<file path="src/rtl/wb_queue.sv">
`default_nettype none
// ============================================================================
// Module   : wb_queue
// Brief    : Writeback queue in front of the register file. Buffers up to
//            DEPTH {regsel, data} entries in strict FIFO order, issues one
//            register file write per cycle when drain_en permits, reports
//            pending writes to queried registers and flags dropped pushes.
// Revision : 1.0  initial release
// ============================================================================
module wb_queue #(
  parameter int DEPTH = 4,
  parameter int WIDTH = 17
) (
  input  logic                     clk,
  input  logic                     rst,
  input  logic                     in_write,
  input  logic [2:0]               in_regsel,
  input  logic [WIDTH-1:0]         in_data,
  input  logic                     drain_en,
  output logic                     write,
  output logic [2:0]               writeregsel,
  output logic [WIDTH-1:0]         writedata,
  input  logic [2:0]               chk1sel,
  input  logic [2:0]               chk2sel,
  output logic                     chk1busy,
  output logic                     chk2busy,
  output logic [$clog2(DEPTH):0]   count,
  output logic                     full,
  output logic                     err
);

  localparam int             c_ptr_w = $clog2(DEPTH);
  localparam int             c_cnt_w = c_ptr_w + 1;
  localparam logic [c_cnt_w-1:0] c_depth = c_cnt_w'(DEPTH);
  localparam logic [c_ptr_w-1:0] c_ptr_one = c_ptr_w'(1);
  localparam logic [c_cnt_w-1:0] c_cnt_one = c_cnt_w'(1);

  logic [2:0]         r_sel  [DEPTH];
  logic [WIDTH-1:0]   r_data [DEPTH];
  logic [DEPTH-1:0]   r_valid;
  logic [c_ptr_w-1:0] r_head;
  logic [c_ptr_w-1:0] r_tail;
  logic [c_cnt_w-1:0] r_count;
  logic               r_err;

  logic w_pop;
  logic w_full;
  logic w_accept;
  logic w_drop;
  logic w_busy1;
  logic w_busy2;

  // Handshake decode: a pop frees a slot in the same cycle, so a push into a
  // full queue is still accepted when the head is draining.
  always_comb begin
    w_pop    = drain_en & (r_count != '0);
    w_full   = (r_count == c_depth);
    w_accept = in_write & (~w_full | w_pop);
    w_drop   = in_write & w_full & ~w_pop;
  end

  // Pointers, occupancy and sticky overflow flag.
  always_ff @(posedge clk) begin
    if (rst) begin
      r_head  <= '0;
      r_tail  <= '0;
      r_count <= '0;
      r_err   <= 1'b0;
    end else begin
      if (w_pop)    r_head <= r_head + c_ptr_one;
      if (w_accept) r_tail <= r_tail + c_ptr_one;
      case ({w_accept, w_pop})
        2'b10:   r_count <= r_count + c_cnt_one;
        2'b01:   r_count <= r_count - c_cnt_one;
        default: r_count <= r_count;
      endcase
      if (w_drop) r_err <= 1'b1;
    end
  end

  // Per-slot valid bits feed the busy lookup; when a full queue pushes and
  // pops the same slot, the refill (written last) keeps the slot valid.
  always_ff @(posedge clk) begin
    if (rst) begin
      r_valid <= '0;
    end else begin
      if (w_pop)    r_valid[r_head] <= 1'b0;
      if (w_accept) r_valid[r_tail] <= 1'b1;
    end
  end

  // Entry payload storage; no reset needed because valid bits qualify it.
  always_ff @(posedge clk) begin
    if (w_accept) begin
      r_sel[r_tail]  <= in_regsel;
      r_data[r_tail] <= in_data;
    end
  end

  // Pending-write lookup over stored entries only (same-cycle push excluded).
  always_comb begin
    w_busy1 = 1'b0;
    w_busy2 = 1'b0;
    for (int i = 0; i < DEPTH; i++) begin
      if (r_valid[i] && (r_sel[i] == chk1sel)) w_busy1 = 1'b1;
      if (r_valid[i] && (r_sel[i] == chk2sel)) w_busy2 = 1'b1;
    end
  end

  // Output drive: head entry presented directly, write qualified by pop.
  always_comb begin
    write       = w_pop;
    writeregsel = r_sel[r_head];
    writedata   = r_data[r_head];
    chk1busy    = w_busy1;
    chk2busy    = w_busy2;
    count       = r_count;
    full        = w_full;
    err         = r_err;
  end

endmodule
`default_nettype wire

</file>
<file path="config.mk">
export PLATFORM = sky130hd
export DESIGN_NAME = wb_queue
export DESIGN_NICKNAME = d
export VERILOG_FILES = /design/src/rtl/wb_queue.sv
export SDC_FILE = /design/constraint.sdc
export NUM_CORES = 1
export LEC_CHECK = 0
export BUFFER_PORTS_ARGS = -buffer_cell sky130_fd_sc_hd__buf_2
export CORE_MARGIN = 8
export CORE_UTILIZATION = 50
export CTS_CLUSTER_DIAMETER = 40
export DETAILED_ROUTE_END_ITERATION = 12
export GPL_ROUTABILITY_DRIVEN = 0
export GPL_TIMING_DRIVEN = 0
export PLACE_DENSITY = 0.71
export RECOVER_POWER = 50
export REMOVE_ABC_BUFFERS = 1
export SKIP_CTS_REPAIR_TIMING = 1
export SYNTH_ARGS = -nofsm -noshare
export SYNTH_HDL_FRONTEND = slang
export SYNTH_SLANG_ARGS = --single-unit
</file>
<file path="constraint.sdc">
create_clock -name clk -period 4.65 [get_ports clk]
set_input_delay 0.465 -clock clk [delete_from_list [all_inputs] [get_ports clk]]
set_output_delay 0.465 -clock clk [all_outputs]
set_load 0.03 [all_outputs]
</file>
==> results_tabular.tex <==
\begin{tabular}{lr}
\hline
Metric & Value \\
\hline
\multicolumn{2}{l}{\textbf{Final layout}} \\
Area Growth Syn to Fin & 13.9\% \\
Count of antenna diodes in the layout & 0 \\
Total Nets Final & 324 \\
Fraction of layout instances using a drive strength above 1 & 23.4\% \\
Most common library cell in the layout ignoring fill and taps & sky130\_fd\_sc\_hd\_\_edfxtp\_1 \\
Filler cells & 608 \\
Finished Cell Area & 4470 µm² \\
Most used cells in the layout excluding fill and tap cells & 80 x sky130\_fd\_sc\_hd\_\_edfxtp\_1, 29 x sky130\_fd\_sc\_hd\_\_clkbuf\_1, 29 x sky130\_fd\_sc\_hd\_\_buf\_2, 25 x sky130\_fd\_sc\_hd\_\_xnor2\_1, 20 x sky130\_fd\_sc\_hd\_\_mux4\_2 \\
\multicolumn{2}{l}{\textbf{STA}} \\
Fin Clk Skew & 7.96 ps \\
Unrepaired setup endpoints after global routing & false \\
Setup TNS & 0 ps \\
Number of setup violations in the final report & 0 \\
Number of hold-slack violations in the final timing report & 0 \\
Max-Slew Margin vs Limit & 25.6\% \\
Number of max-slew violations in the final report & 0 \\
Least-Margin Pin Slew & 1120 ps \\
Final worst path period share & 53.3\% \\
Achievable clock frequency & 403 MHz \\
Post-layout min period & 2480 ps \\
\multicolumn{2}{l}{\textbf{Setup path}} \\
Nature of the critical path endpoint & output pin \\
Worst setup path class & register to output pin \\
Crit-path max cell delay & 840 ps \\
Combined buffer and inverter count along the critical path & 1 \\
Worst endpoint data arrival time & 2020 ps \\
Cell type group with the largest total delay on the critical path & flip-flops \\
CP Cell Sequence & mux4\_2 > buf\_2 \\
Peak fanout along the critical path & 20 \\
Required time at the worst-slack endpoint & 4180 ps \\
Cell at the slowest stage of the critical path & sky130\_fd\_sc\_hd\_\_dfxtp\_2 \\
Kind of launch point of the worst setup path & register \\
\multicolumn{2}{l}{\textbf{GRT}} \\
Total Routing Usage GR & 13.3\% \\
Leftover overflow at the end of global routing & 0 \\
Largest net degree at the start of global routing & 21 \\
Global-route wire length before repair & 11300 µm \\
Initial antenna violation count & 0 \\
Vias in the first global route & 2243 \\
\multicolumn{2}{l}{\textbf{Synth}} \\
Post-synthesis instance area & 3920 µm² \\
Total of warnings raised by yosys & 0 \\
Most common flop cell mapped by yosys & sky130\_fd\_sc\_hd\_\_edfxtp\_1 \\
Proportion of register bits with asynchronous set or reset after synthesis & 0\% \\
Total of flip-flops plus latches after synthesis & 94 \\
Post-synthesis sequential area ratio & 68.4\% \\
Number of different library cells in the post-synthesis netlist & 33 \\
EDFF count, synth & 80 \\
Post-synthesis instance total & 230 \\
Mean instance size in the synthesized netlist & 17.1 µm² \\
\multicolumn{2}{l}{\textbf{Floorplanning}} \\
Vertical die dimension & 105 µm \\
Core Footprint & 7650 µm² \\
Total die area & 10900 µm² \\
X dimension of the die & 105 µm \\
I/O pin count & 58 \\
Initial Utilization & 51.3\% \\
\# rows & 32 \\
\multicolumn{2}{l}{\textbf{Power and ir drop}} \\
Leakage power summed over all cells & 1.48 nW \\
VDD IR max & 0.000276 V \\
PnR Total Power & 0.00203 W \\
Pwr dens & 453 nW/µm² \\
\multicolumn{2}{l}{\textbf{Placed design}} \\
Port Buf Inserts & 57 \\
Placed Area & 4280 µm² \\
Final HPWL DP & 4660 µm \\
\multicolumn{2}{l}{\textbf{Clock network}} \\
Root buf cell & sky130\_fd\_sc\_hd\_\_clkbuf\_8 \\
Insertion delay of the later-clocked pin in the worst-skew pair & 350 ps \\
Clock tree from TritonCTS & built \\
Clock transition time at the flip-flop clock pins of the worst setup and hold paths & 90 ps \\
Number of H-tree levels & 3 \\
Worst-case clock buffer depth & 2 \\
TritonCTS Buffers & 9 \\
Total number of clock tree sinks & 94 \\
\multicolumn{2}{l}{\textbf{Outcome}} \\
Status & finished, final reports clean \\
\multicolumn{2}{l}{\textbf{Routing}} \\
Starting DRT DRC Count & 124 \\
Vias & 2062 \\
Sum of routed wire length over all layers & 6980 µm \\
Detailed-route DRC error count & 0 \\
DR vias/cell & 5.26 \\
Detailed-routing iteration count for the pre-antenna-repair pass & 4 \\
Post-DR wirelength/cell & 17.8 µm \\
Antenna viol nets, final & 0 \\
\multicolumn{2}{l}{\textbf{Job}} \\
Max-cap viol count & 0 \\
\multicolumn{2}{l}{\textbf{Worst hold path}} \\
Kind of path behind the tightest hold check & primary input to register \\
\hline
\end{tabular}
[cell usage after synthesis, types with 2 or more instances]
library cell | number | area [µm²]
sky130_fd_sc_hd__edfxtp_1 | 80 | 2400
sky130_fd_sc_hd__and2_1 | 4 | 25.0
sky130_fd_sc_hd__nor3_2 | 2 | 20.0
sky130_fd_sc_hd__dfxtp_1 | 14 | 280
sky130_fd_sc_hd__a211oi_1 | 2 | 15.0
sky130_fd_sc_hd__and3_1 | 2 | 12.5
sky130_fd_sc_hd__a21oi_1 | 4 | 20.0
sky130_fd_sc_hd__clkbuf_1 | 8 | 30.0
sky130_fd_sc_hd__nor2_1 | 13 | 48.8
sky130_fd_sc_hd__inv_1 | 8 | 30.0
sky130_fd_sc_hd__nand4_1 | 10 | 62.6
sky130_fd_sc_hd__mux4_2 | 20 | 450
sky130_fd_sc_hd__a22oi_1 | 4 | 30.0
sky130_fd_sc_hd__buf_2 | 3 | 15.0
sky130_fd_sc_hd__nand2_1 | 7 | 26.3
sky130_fd_sc_hd__ha_1 | 8 | 100
sky130_fd_sc_hd__xnor2_1 | 25 | 219
[flip-flops by register name (all words and copies together) (netlist names), named ones only]
| signal | count |
|---|---|
| r_valid | 4 |
| r_head | 2 |
| err | 1 |
| r_sel | 12 |
| r_data | 68 |
| r_tail | 2 |
| count | 3 |
[worst paths after layout]
| kind | startpoint | endpoint | slack [ps] | depth (start not counted) |
|---|---|---|---|---|
| max reg2reg | count[0] | r_data[0][13] | 2190 | 3 |
| min reg2reg | err | err | 480 | 2 |
| min | in_data[15] | r_data[3][15] | 370 | 1 |
| max | register | writedata[6] | 2170 | 2 |
[kinds of logic after synthesis]
family,Yosys count,synth area share [%]
AO/OA/AOI/OAI,15,2.55
XOR/XNOR,25,5.58
adder cells (fa/ha/maj),9,3.06
buffers and inverters,22,2.39
flip-flops,94,68.4
multiplexers,22,12.0
AND/OR/NAND/NOR,43,6.03
[worst reg2reg max path: cells and delay by family, from the launching register on]
family           cells  cell delay (ps)
DFF                  1              450
and+or+nand+nor      3             1620
[where the power goes]
part | leakage, nW | internal, W | total (W) | switching (W)
sequential | 0.849 | 0.000977 | 0.00103 | 0.0000557
clock | 0.121 | 0.000358 | 0.000625 | 0.000268
combinational | 0.505 | 0.000144 | 0.000368 | 0.000223
[per-stage QoR]
| stage | std cells | util (%) | hold slack, ps | setup slack, ps |
|---|---|---|---|---|
| detailed placement | 376 | 55.9 | 465 | 1950 |
| floorplan | 217 | - | 482 | 2410 |
| global route | 392 | 58.4 | 363 | 1990 |
| finish | 392 | 58.4 | 366 | 2170 |
| global placement | 376 | 55.9 | 451 | 1950 |
| CTS | 392 | 59.0 | 305 | 2080 |
[routing by layer]
| layer | vias to the layer above | wire [µm] | GRT usage (%) |
|---|---|---|---|
| met3 | 11 | 325 | 3.26 |
| met5 | - | 0 | 0 |
| met4 | 0 | 121 | 6.32 |
| li1 | 986 | - | - |
| met1 | 1013 | 3150 | 16.2 |
| met2 | 52 | 3380 | 21.9 |
[final cells by class]
type / count / area, µm² / share of cell area, %
sequential: 94 / 2680 / 60.1
inverter: 9 / 33.8 / 0.756
clock buffer: 10 / 128 / 2.86
tap: 102 / 128 / 2.86
timing repair buffer: 57 / 250 / 5.60
clock inverter: 6 / 109 / 2.44
multi-input combinational: 114 / 1140 / 25.4
(Power assumes the default switching activity.)
